File: config.mk
export PLATFORM = sky130hd
export DESIGN_NAME = lrn_padding_unit
export DESIGN_NICKNAME = d
export VERILOG_FILES = /design/src/rtl/lrn_pkg.sv /design/src/rtl/lrn_pad_scan_counter.sv /design/src/rtl/lrn_padding_unit.sv
export SDC_FILE = /design/constraint.sdc
export NUM_CORES = 1
export LEC_CHECK = 0
export ABC_AREA = 1
export CORE_MARGIN = 2
export CORE_UTILIZATION = 50
export CTS_CLUSTER_SIZE = 25
export DETAILED_ROUTE_END_ITERATION = 10
export PLACE_DENSITY = 0.81
export SYNTH_ARGS = -nofsm -noshare
export SYNTH_HDL_FRONTEND = slang
export SYNTH_SLANG_ARGS = --single-unit
File: constraint.sdc
create_clock -name core_clk -period 5.5 [get_ports core_clk]
set_clock_uncertainty 0.15 [all_clocks]
set_input_delay 1.1 -clock core_clk [delete_from_list [all_inputs] [get_ports core_clk]]
set_output_delay 1.1 -clock core_clk [all_outputs]
set_load 0.01 [all_outputs]
File: src/rtl/lrn_pkg.sv
// Shared types for the LRN padding unit.
//   pad_state_t : control states of the border zero-fill sequencer
//   ST_W        : encoded width of pad_state_t
package lrn_pkg;

    localparam int unsigned ST_W = 2;

    typedef enum logic [ST_W-1:0] {
        IDLE = 2'd0,
        PAD  = 2'd1,
        DONE = 2'd2
    } pad_state_t;

endpackage

File: src/rtl/lrn_pad_scan_counter.sv
// Nested n/m/x/y scan counters plus the running write address for the
// padded LRN output buffer. Walks the buffer in linear address order
// (n, m, x, y with y fastest) and jumps over the interior rows of each
// interior column, so only border addresses are produced.
//
// Ports
//   core_clk, reset : clock, asynchronous active-high reset
//   clear           : synchronous restart of the scan at address 0
//   advance         : the current beat was accepted; step to the next one
//   dim4..dim1      : latched N, M, E, F
//   pad             : latched P (>= 1 whenever advance is asserted)
//   ep, fp          : latched padded height / width
//   addr            : current border address
//   border_next     : the row after y in this column is still a border row
//   skip_amount     : address increment applied on the next advance
//   last            : current position is the final border beat
module lrn_pad_scan_counter #(
    parameter int unsigned N_WIDTH        = 2,
    parameter int unsigned M_WIDTH        = 10,
    parameter int unsigned E_WIDTH        = 6,
    parameter int unsigned F_WIDTH        = 6,
    parameter int unsigned V_WIDTH        = 2,
    parameter int unsigned ADDR_BUS_WIDTH = 20
) (
    input  logic                      core_clk,
    input  logic                      reset,
    input  logic                      clear,
    input  logic                      advance,
    input  logic [N_WIDTH-1:0]        dim4,
    input  logic [M_WIDTH-1:0]        dim3,
    input  logic [E_WIDTH-1:0]        dim2,
    input  logic [F_WIDTH-1:0]        dim1,
    input  logic [V_WIDTH-1:0]        pad,
    input  logic [E_WIDTH-1:0]        ep,
    input  logic [F_WIDTH-1:0]        fp,
    output logic [ADDR_BUS_WIDTH-1:0] addr,
    output logic                      border_next,
    output logic [E_WIDTH:0]          skip_amount,
    output logic                      last
);

    localparam int unsigned SKIP_W = E_WIDTH + 1;

    logic [N_WIDTH-1:0]        r_n;
    logic [M_WIDTH-1:0]        r_m;
    logic [F_WIDTH-1:0]        r_x;
    logic [E_WIDTH-1:0]        r_y;
    logic [ADDR_BUS_WIDTH-1:0] r_addr;

    logic                      w_n_last;
    logic                      w_m_last;
    logic                      w_x_last;
    logic                      w_y_last;
    logic                      w_interior_col;
    logic [E_WIDTH-1:0]        w_y_top_last;
    logic [E_WIDTH-1:0]        w_y_bottom_first;

    // Wrap points of each nested counter.
    always_comb begin
        w_n_last = (r_n == dim4 - N_WIDTH'(1));
        w_m_last = (r_m == dim3 - M_WIDTH'(1));
        w_x_last = (r_x == fp - F_WIDTH'(1));
        w_y_last = (r_y == ep - E_WIDTH'(1));
    end

    // Interior columns are P <= x < P+F; their rows P..P+E-1 are skipped.
    always_comb begin
        w_interior_col   = (r_x >= F_WIDTH'(pad)) && (r_x < (F_WIDTH'(pad) + dim1));
        w_y_top_last     = E_WIDTH'(pad) - E_WIDTH'(1);
        w_y_bottom_first = E_WIDTH'(pad) + dim2;
        border_next      = !(w_interior_col && (r_y == w_y_top_last));
        skip_amount      = border_next ? SKIP_W'(1) : (SKIP_W'(dim2) + SKIP_W'(1));
        last             = w_n_last && w_m_last && w_x_last && w_y_last;
    end

    // Counter and address update; the address is a running sum, never a product.
    always_ff @(posedge core_clk or posedge reset) begin
        if (reset) begin
            r_n    <= '0;
            r_m    <= '0;
            r_x    <= '0;
            r_y    <= '0;
            r_addr <= '0;
        end else if (clear) begin
            r_n    <= '0;
            r_m    <= '0;
            r_x    <= '0;
            r_y    <= '0;
            r_addr <= '0;
        end else if (advance) begin
            r_addr <= r_addr + ADDR_BUS_WIDTH'(skip_amount);
            if (w_y_last) begin
                r_y <= '0;
                if (w_x_last) begin
                    r_x <= '0;
                    if (w_m_last) begin
                        r_m <= '0;
                        r_n <= w_n_last ? '0 : (r_n + N_WIDTH'(1));
                    end else begin
                        r_m <= r_m + M_WIDTH'(1);
                    end
                end else begin
                    r_x <= r_x + F_WIDTH'(1);
                end
            end else if (!border_next) begin
                r_y <= w_y_bottom_first;
            end else begin
                r_y <= r_y + E_WIDTH'(1);
            end
        end
    end

    assign addr = r_addr;

endmodule

File: src/rtl/lrn_padding_unit.sv
// Zero-fills the border of every padded feature map in the LRN output
// buffer once the LRN mapper has written the interior pixels, then pulses
// padding_done to release the next layer stage.
//
// Ports
//   core_clk, reset      : clock, asynchronous active-high reset
//   start_padding        : start request, sampled only in IDLE
//   dim4/dim3/dim2/dim1  : N batches, M channels, E height, F width
//   padding_num          : P, pad rows/columns on each side
//   w_ready              : buffer accepts the current write
//   w_addr/w_data        : write address / data (data is always zero)
//   w_enable             : write request, high throughout PAD
//   busy                 : high in PAD and DONE
//   padding_done         : one-cycle completion pulse
module lrn_padding_unit
    import lrn_pkg::*;
#(
    parameter int unsigned N_WIDTH        = 2,
    parameter int unsigned M_WIDTH        = 10,
    parameter int unsigned E_WIDTH        = 6,
    parameter int unsigned F_WIDTH        = 6,
    parameter int unsigned V_WIDTH        = 2,
    parameter int unsigned ADDR_BUS_WIDTH = 20,
    parameter int unsigned DATA_WIDTH     = 16
) (
    input  logic                      core_clk,
    input  logic                      reset,
    input  logic                      start_padding,
    input  logic [N_WIDTH-1:0]        dim4,
    input  logic [M_WIDTH-1:0]        dim3,
    input  logic [E_WIDTH-1:0]        dim2,
    input  logic [F_WIDTH-1:0]        dim1,
    input  logic [V_WIDTH-1:0]        padding_num,
    input  logic                      w_ready,
    output logic [ADDR_BUS_WIDTH-1:0] w_addr,
    output logic [DATA_WIDTH-1:0]     w_data,
    output logic                      w_enable,
    output logic                      busy,
    output logic                      padding_done
);

    pad_state_t                r_state;
    logic [N_WIDTH-1:0]        r_dim4;
    logic [M_WIDTH-1:0]        r_dim3;
    logic [E_WIDTH-1:0]        r_dim2;
    logic [F_WIDTH-1:0]        r_dim1;
    logic [V_WIDTH-1:0]        r_pad;
    logic [E_WIDTH-1:0]        r_ep;
    logic [F_WIDTH-1:0]        r_fp;
    logic                      r_w_enable;
    logic                      r_busy;
    logic                      r_padding_done;

    logic [E_WIDTH-1:0]        w_ep;
    logic [F_WIDTH-1:0]        w_fp;
    logic                      w_scan_clear;
    logic                      w_scan_advance;
    logic                      w_scan_last;
    logic                      w_border_next;
    logic [E_WIDTH:0]          w_skip_amount;
    logic [ADDR_BUS_WIDTH-1:0] w_scan_addr;

    // Padded extents, computed at the unpadded widths (no overflow by contract).
    always_comb begin
        w_ep = dim2 + E_WIDTH'(padding_num) + E_WIDTH'(padding_num);
        w_fp = dim1 + F_WIDTH'(padding_num) + F_WIDTH'(padding_num);
    end

    assign w_scan_clear   = (r_state == IDLE) && start_padding;
    assign w_scan_advance = r_w_enable && w_ready;

    lrn_pad_scan_counter #(
        .N_WIDTH        (N_WIDTH),
        .M_WIDTH        (M_WIDTH),
        .E_WIDTH        (E_WIDTH),
        .F_WIDTH        (F_WIDTH),
        .V_WIDTH        (V_WIDTH),
        .ADDR_BUS_WIDTH (ADDR_BUS_WIDTH)
    ) u_scan (
        .core_clk    (core_clk),
        .reset       (reset),
        .clear       (w_scan_clear),
        .advance     (w_scan_advance),
        .dim4        (r_dim4),
        .dim3        (r_dim3),
        .dim2        (r_dim2),
        .dim1        (r_dim1),
        .pad         (r_pad),
        .ep          (r_ep),
        .fp          (r_fp),
        .addr        (w_scan_addr),
        .border_next (w_border_next),
        .skip_amount (w_skip_amount),
        .last        (w_scan_last)
    );

    // Sequencer and registered handshake/status outputs.
    always_ff @(posedge core_clk or posedge reset) begin
        if (reset) begin
            r_state        <= IDLE;
            r_dim4         <= '0;
            r_dim3         <= '0;
            r_dim2         <= '0;
            r_dim1         <= '0;
            r_pad          <= '0;
            r_ep           <= '0;
            r_fp           <= '0;
            r_w_enable     <= 1'b0;
            r_busy         <= 1'b0;
            r_padding_done <= 1'b0;
        end else begin
            case (r_state)
                IDLE: begin
                    r_padding_done <= 1'b0;
                    if (start_padding) begin
                        r_dim4 <= dim4;
                        r_dim3 <= dim3;
                        r_dim2 <= dim2;
                        r_dim1 <= dim1;
                        r_pad  <= padding_num;
                        r_ep   <= w_ep;
                        r_fp   <= w_fp;
                        r_busy <= 1'b1;
                        if (padding_num != '0) begin
                            r_state    <= PAD;
                            r_w_enable <= 1'b1;
                        end else begin
                            // Nothing to fill: report completion straight away.
                            r_state        <= DONE;
                            r_padding_done <= 1'b1;
                        end
                    end
                end
                PAD: begin
                    if (w_ready && w_scan_last) begin
                        r_state        <= DONE;
                        r_w_enable     <= 1'b0;
                        r_padding_done <= 1'b1;
                    end
                end
                DONE: begin
                    r_state        <= IDLE;
                    r_busy         <= 1'b0;
                    r_padding_done <= 1'b0;
                end
                default: begin
                    r_state        <= IDLE;
                    r_w_enable     <= 1'b0;
                    r_busy         <= 1'b0;
                    r_padding_done <= 1'b0;
                end
            endcase
        end
    end

    // A row skip only ever happens mid-column and jumps exactly E+1 words.
    always_ff @(posedge core_clk) begin
        if (!reset && w_scan_advance && !w_border_next) begin
            assert ((w_skip_amount == ((E_WIDTH + 1)'(r_dim2) + (E_WIDTH + 1)'(1))) && !w_scan_last);
        end
    end

    assign w_addr       = w_scan_addr;
    assign w_data       = '0;
    assign w_enable     = r_w_enable;
    assign busy         = r_busy;
    assign padding_done = r_padding_done;

endmodule
==> run_results.csv <==
group,metric,value,unit
pwr,clockPowerShare,18.3,%
synth,yosysTopAreaCell,"dfrtp_1",
final_layout,diodes,0,
pwr,leakage,3.26,nW
worst_setup_path,crit_path_start_kind,"flop",
routing,post-route-drc-count,0,
global_route,antenna_found_initial,0,
worst_setup_path,r2r_cells,23,
min_path,hold_end,"r_dim3[9]",
routing,wl_per_cell,13.1,um
synth,ys_warn_count,0,
global_route,grt_max_degree,53,
die,rows,39,
routing,drt_iter0_markers,321,
pwr,pwr-share-comb,46.6,%
die,fp.dieH,113,um
worst_setup_path,regToRegSetupSlack,0.96,ns
synth,synth_edf_count,0,
clocking,cts_setup_buffers,0,
sta,fin_crit_sh,82.5,%
worst_setup_path,crit_required,5.58,ns
clocking,cts_tree,"built",
global_route,grt_pass1_vias,4789,
sta,setup_violations,0,
run,cap_violations,0,
placed_design,gp_congestion,0.878,
synth,ys_types,48,
pwr,swShare,44.6,%
worst_setup_path,crit_slowest_cell,"dfrtp_1",
clocking,clk_latency,0.34,ns
sta,worst_pin_slew,0.709,ns
synth,async_flop_share,100,%
die,design.core.area,11500,um^2
die,die_w,113,um
pwr,p_seq_share,35.1,%
synth,syn_area_per_cell,7.49,um^2
sta,hold_viol_final,0,
worst_setup_path,reg2reg_to,"u_scan.addr[18]",
placed_design,placement.io_buffers,52,
clocking,clockBufferDepth,2,
final_layout,final_common_cell,"nand2_1",
placed_design,placed_area,6480,um^2
clocking,hold_buffers,0,
outcome,status,"completed",
sta,fin_ws,0.964,ns
final_layout,most-common-layout-cells,"194 x nand2_1, 101 x inv_1, 85 x dfrtp_1",
routing,ant_nets,0,
sta,drv_slew,0,
synth,ys_seq_area_share,36.0,%
final_layout,area_growth_syn_to_layout,14.4,%
sta,hold_ws,0.365,ns
sta,period_needed,4.54,ns
clocking,cts-resized-gates,0,
final_layout,fill_cells,1009,
sta,fmax,220,MHz
final_layout,post-route-util,58.9,%
synth,synthCells,789,
pwr,peakVddDrop,0.000224,V
synth,ys.flop_type,"dfrtp_1",
clocking,clock_sinks,85,
pwr,switchingPower,1.39,mW
worst_setup_path,cp_slowest_stage_delay,0.44,ns
routing,first_pass_iters,5,
die,pin_count,69,
synth,synth_area,5910,um^2
clocking,h-tree-depth,3,
synth,synthTopCellsByArea,"dfrtp_1 36%, nand2_1 12%, inv_1 6.5%",
worst_setup_path,crit_path_frequent_cell,"nor2_1",
clocking,numCtsBuffers,9,
global_route,grt_pass1_wl,22100,um
synth,yosysTopAreaCellShare,36.0,%
clocking,root_buffer,"clkbuf_16",
worst_setup_path,regToRegStartpoint,"r_pad[0]",
die,initial_utilization,51.5,%
min_path,whs_path_depth,2,
global_route,overflow,0,
sta,rsz0062_at_grt,"false",
routing,wirelength,12900,um
pwr,p_per_area,462,nW/um^2
placed_design,post-place-ws,1.02,ns
final_layout,fin_area,6760,um^2
final_layout,nets,902,
routing,vias_per_cell,5.15,
worst_setup_path,path_max_fanout,14,
clocking,clkTransAtPathRegs,0.06,ns
synth,synth_seq_cells,85,
global_route,grt_usage,21.3,%
sta,maxSlewHeadroom,52.7,%
die,die_area,12700,um^2
placed_design,hpwl,9640,um
worst_setup_path,arrival,4.62,ns
worst_setup_path,path_cells,"ha_1 -> inv_1 -> fa_1 -> nor2_1 -> xor2_1 -> ha_1 -> nand2_1 -> nor2_1 -> o21ai_0 -> o2111ai_1 -> nor2_2 -> inv_1 -> nor2_1 -> fa_1 -> nand2_1 -> o21ai_1 -> inv_1 -> o21ai_2 -> nand3_2 -> nor3_2 -> nand3_1 -> nand2_1 -> nor2_1",
worst_setup_path,path_class,"reg2reg",
worst_setup_path,cp-end-kind,"flop",
pwr,p_int,1.73,mW
min_path,min_path_type,"reg2reg",
min_path,hp-start,"r_dim3[9]",
final_layout,drive_above_1_share,7.60,%
sta,setup-tns-final,0,ns
routing,vias,5074,
[metrics by stage]
stage,power (mW),std cells
after floorplan,2.19,804
after global placement,2.49,969
after detailed placement,2.54,969
after CTS,3.13,985
after global routing,3.42,985
final,3.12,985
[Yosys cell counts, types with 4 or more instances]
library cell and number:
a21oi_1 30, nand3_1 41, nand2_1 194, nor2_1 49
o21ai_0 65, buf_2 5, xor2_1 27, buf_4 17
fa_1 5, inv_1 102, or2_2 4, nor2_2 9
nor2_4 5, clkbuf_1 8, o21ai_1 16, nand4_1 9
xnor2_1 14, nand3_2 6, nor3_1 16, dfrtp_1 85
ha_1 30, inv_2 8, nand2_2 6
[sequential cells by signal, indices dropped and copies added, names as in the netlist]
name          count
r_dim4            2
padding_done      1
r_dim2            6
r_dim3           10
u_scan.r_n        2
u_scan.r_m       10
r_fp              5
r_pad             2
u_scan.r_x        6
r_dim1            6
r_ep              5
r_state           2
u_scan.r_y        6
busy              1
w_enable          1
u_scan.addr      20
[cells by family after synthesis]
family	Yosys count	synth area share (%)
and+or+nand+nor	350	26.8
other	1	0.0635
buffers and inverters	144	10.6
DFF	85	36.0
xor gates and xnor gates	41	6.08
adders and majority gates	35	8.05
AOI/OAI and AO/OA	133	12.4
[worst max path at each step]
stage | depth (start not counted) | startpoint | endpoint | slack (ns)
floorplan | 22 | r_pad[0] | u_scan.addr[9] | 1.80
global placement | 23 | r_pad[0] | u_scan.addr[18] | 1.23
detailed placement | 23 | r_pad[0] | u_scan.addr[18] | 1.02
CTS | 23 | r_pad[0] | u_scan.addr[18] | 1.01
global route | 23 | r_pad[0] | u_scan.addr[18] | 0.49
finish | 23 | r_pad[0] | u_scan.addr[18] | 0.96
[final cells by class]
| class | count | area, um^2 | share of cell area [%] |
|---|---|---|---|
| multi-input cells | 575 | 3210 | 47.5 |
| flip-flops and latches | 85 | 2130 | 31.5 |
| repair buffers | 55 | 543 | 8.04 |
| inverters | 111 | 418 | 6.19 |
| clock buffers | 11 | 243 | 3.59 |
| well taps | 143 | 179 | 2.65 |
| clock inverters | 5 | 36.3 | 0.537 |
[worst max-delay path: cells and delay by family, from the launching register on]
kind | cells | cell delay [ns]
AOI/OAI and AO/OA | 4 | 0.60
DFF | 1 | 0.44
xor gates and xnor gates | 1 | 0.17
adders and majority gates | 4 | 1.09
and+or+nand+nor | 11 | 1.61
buffers and inverters | 3 | 0.37
[layer usage]
metal	wire [um]	GRT usage (%)	vias up	part of all wire (%)
li1	-	-	2611	-
met1	6410	30.6	2345	50
met2	5840	33.8	108	45
met3	559	3.32	10	4.3
met4	126	5.45	0	0.97
met5	0	0	-	0
[power groups by stage]
stage	Clock (mW)	Sequential, mW	Combinational [mW]
2_1_floorplan	0	1.03	1.16
3_3_place_gp	0	1.09	1.40
3_5_place_dp	0	1.10	1.45
4_1_cts	0.579	1.09	1.46
5_1_grt	0.606	1.12	1.69
6_report	0.571	1.09	1.46
Note: power is estimated with default switching activity, not from simulation.
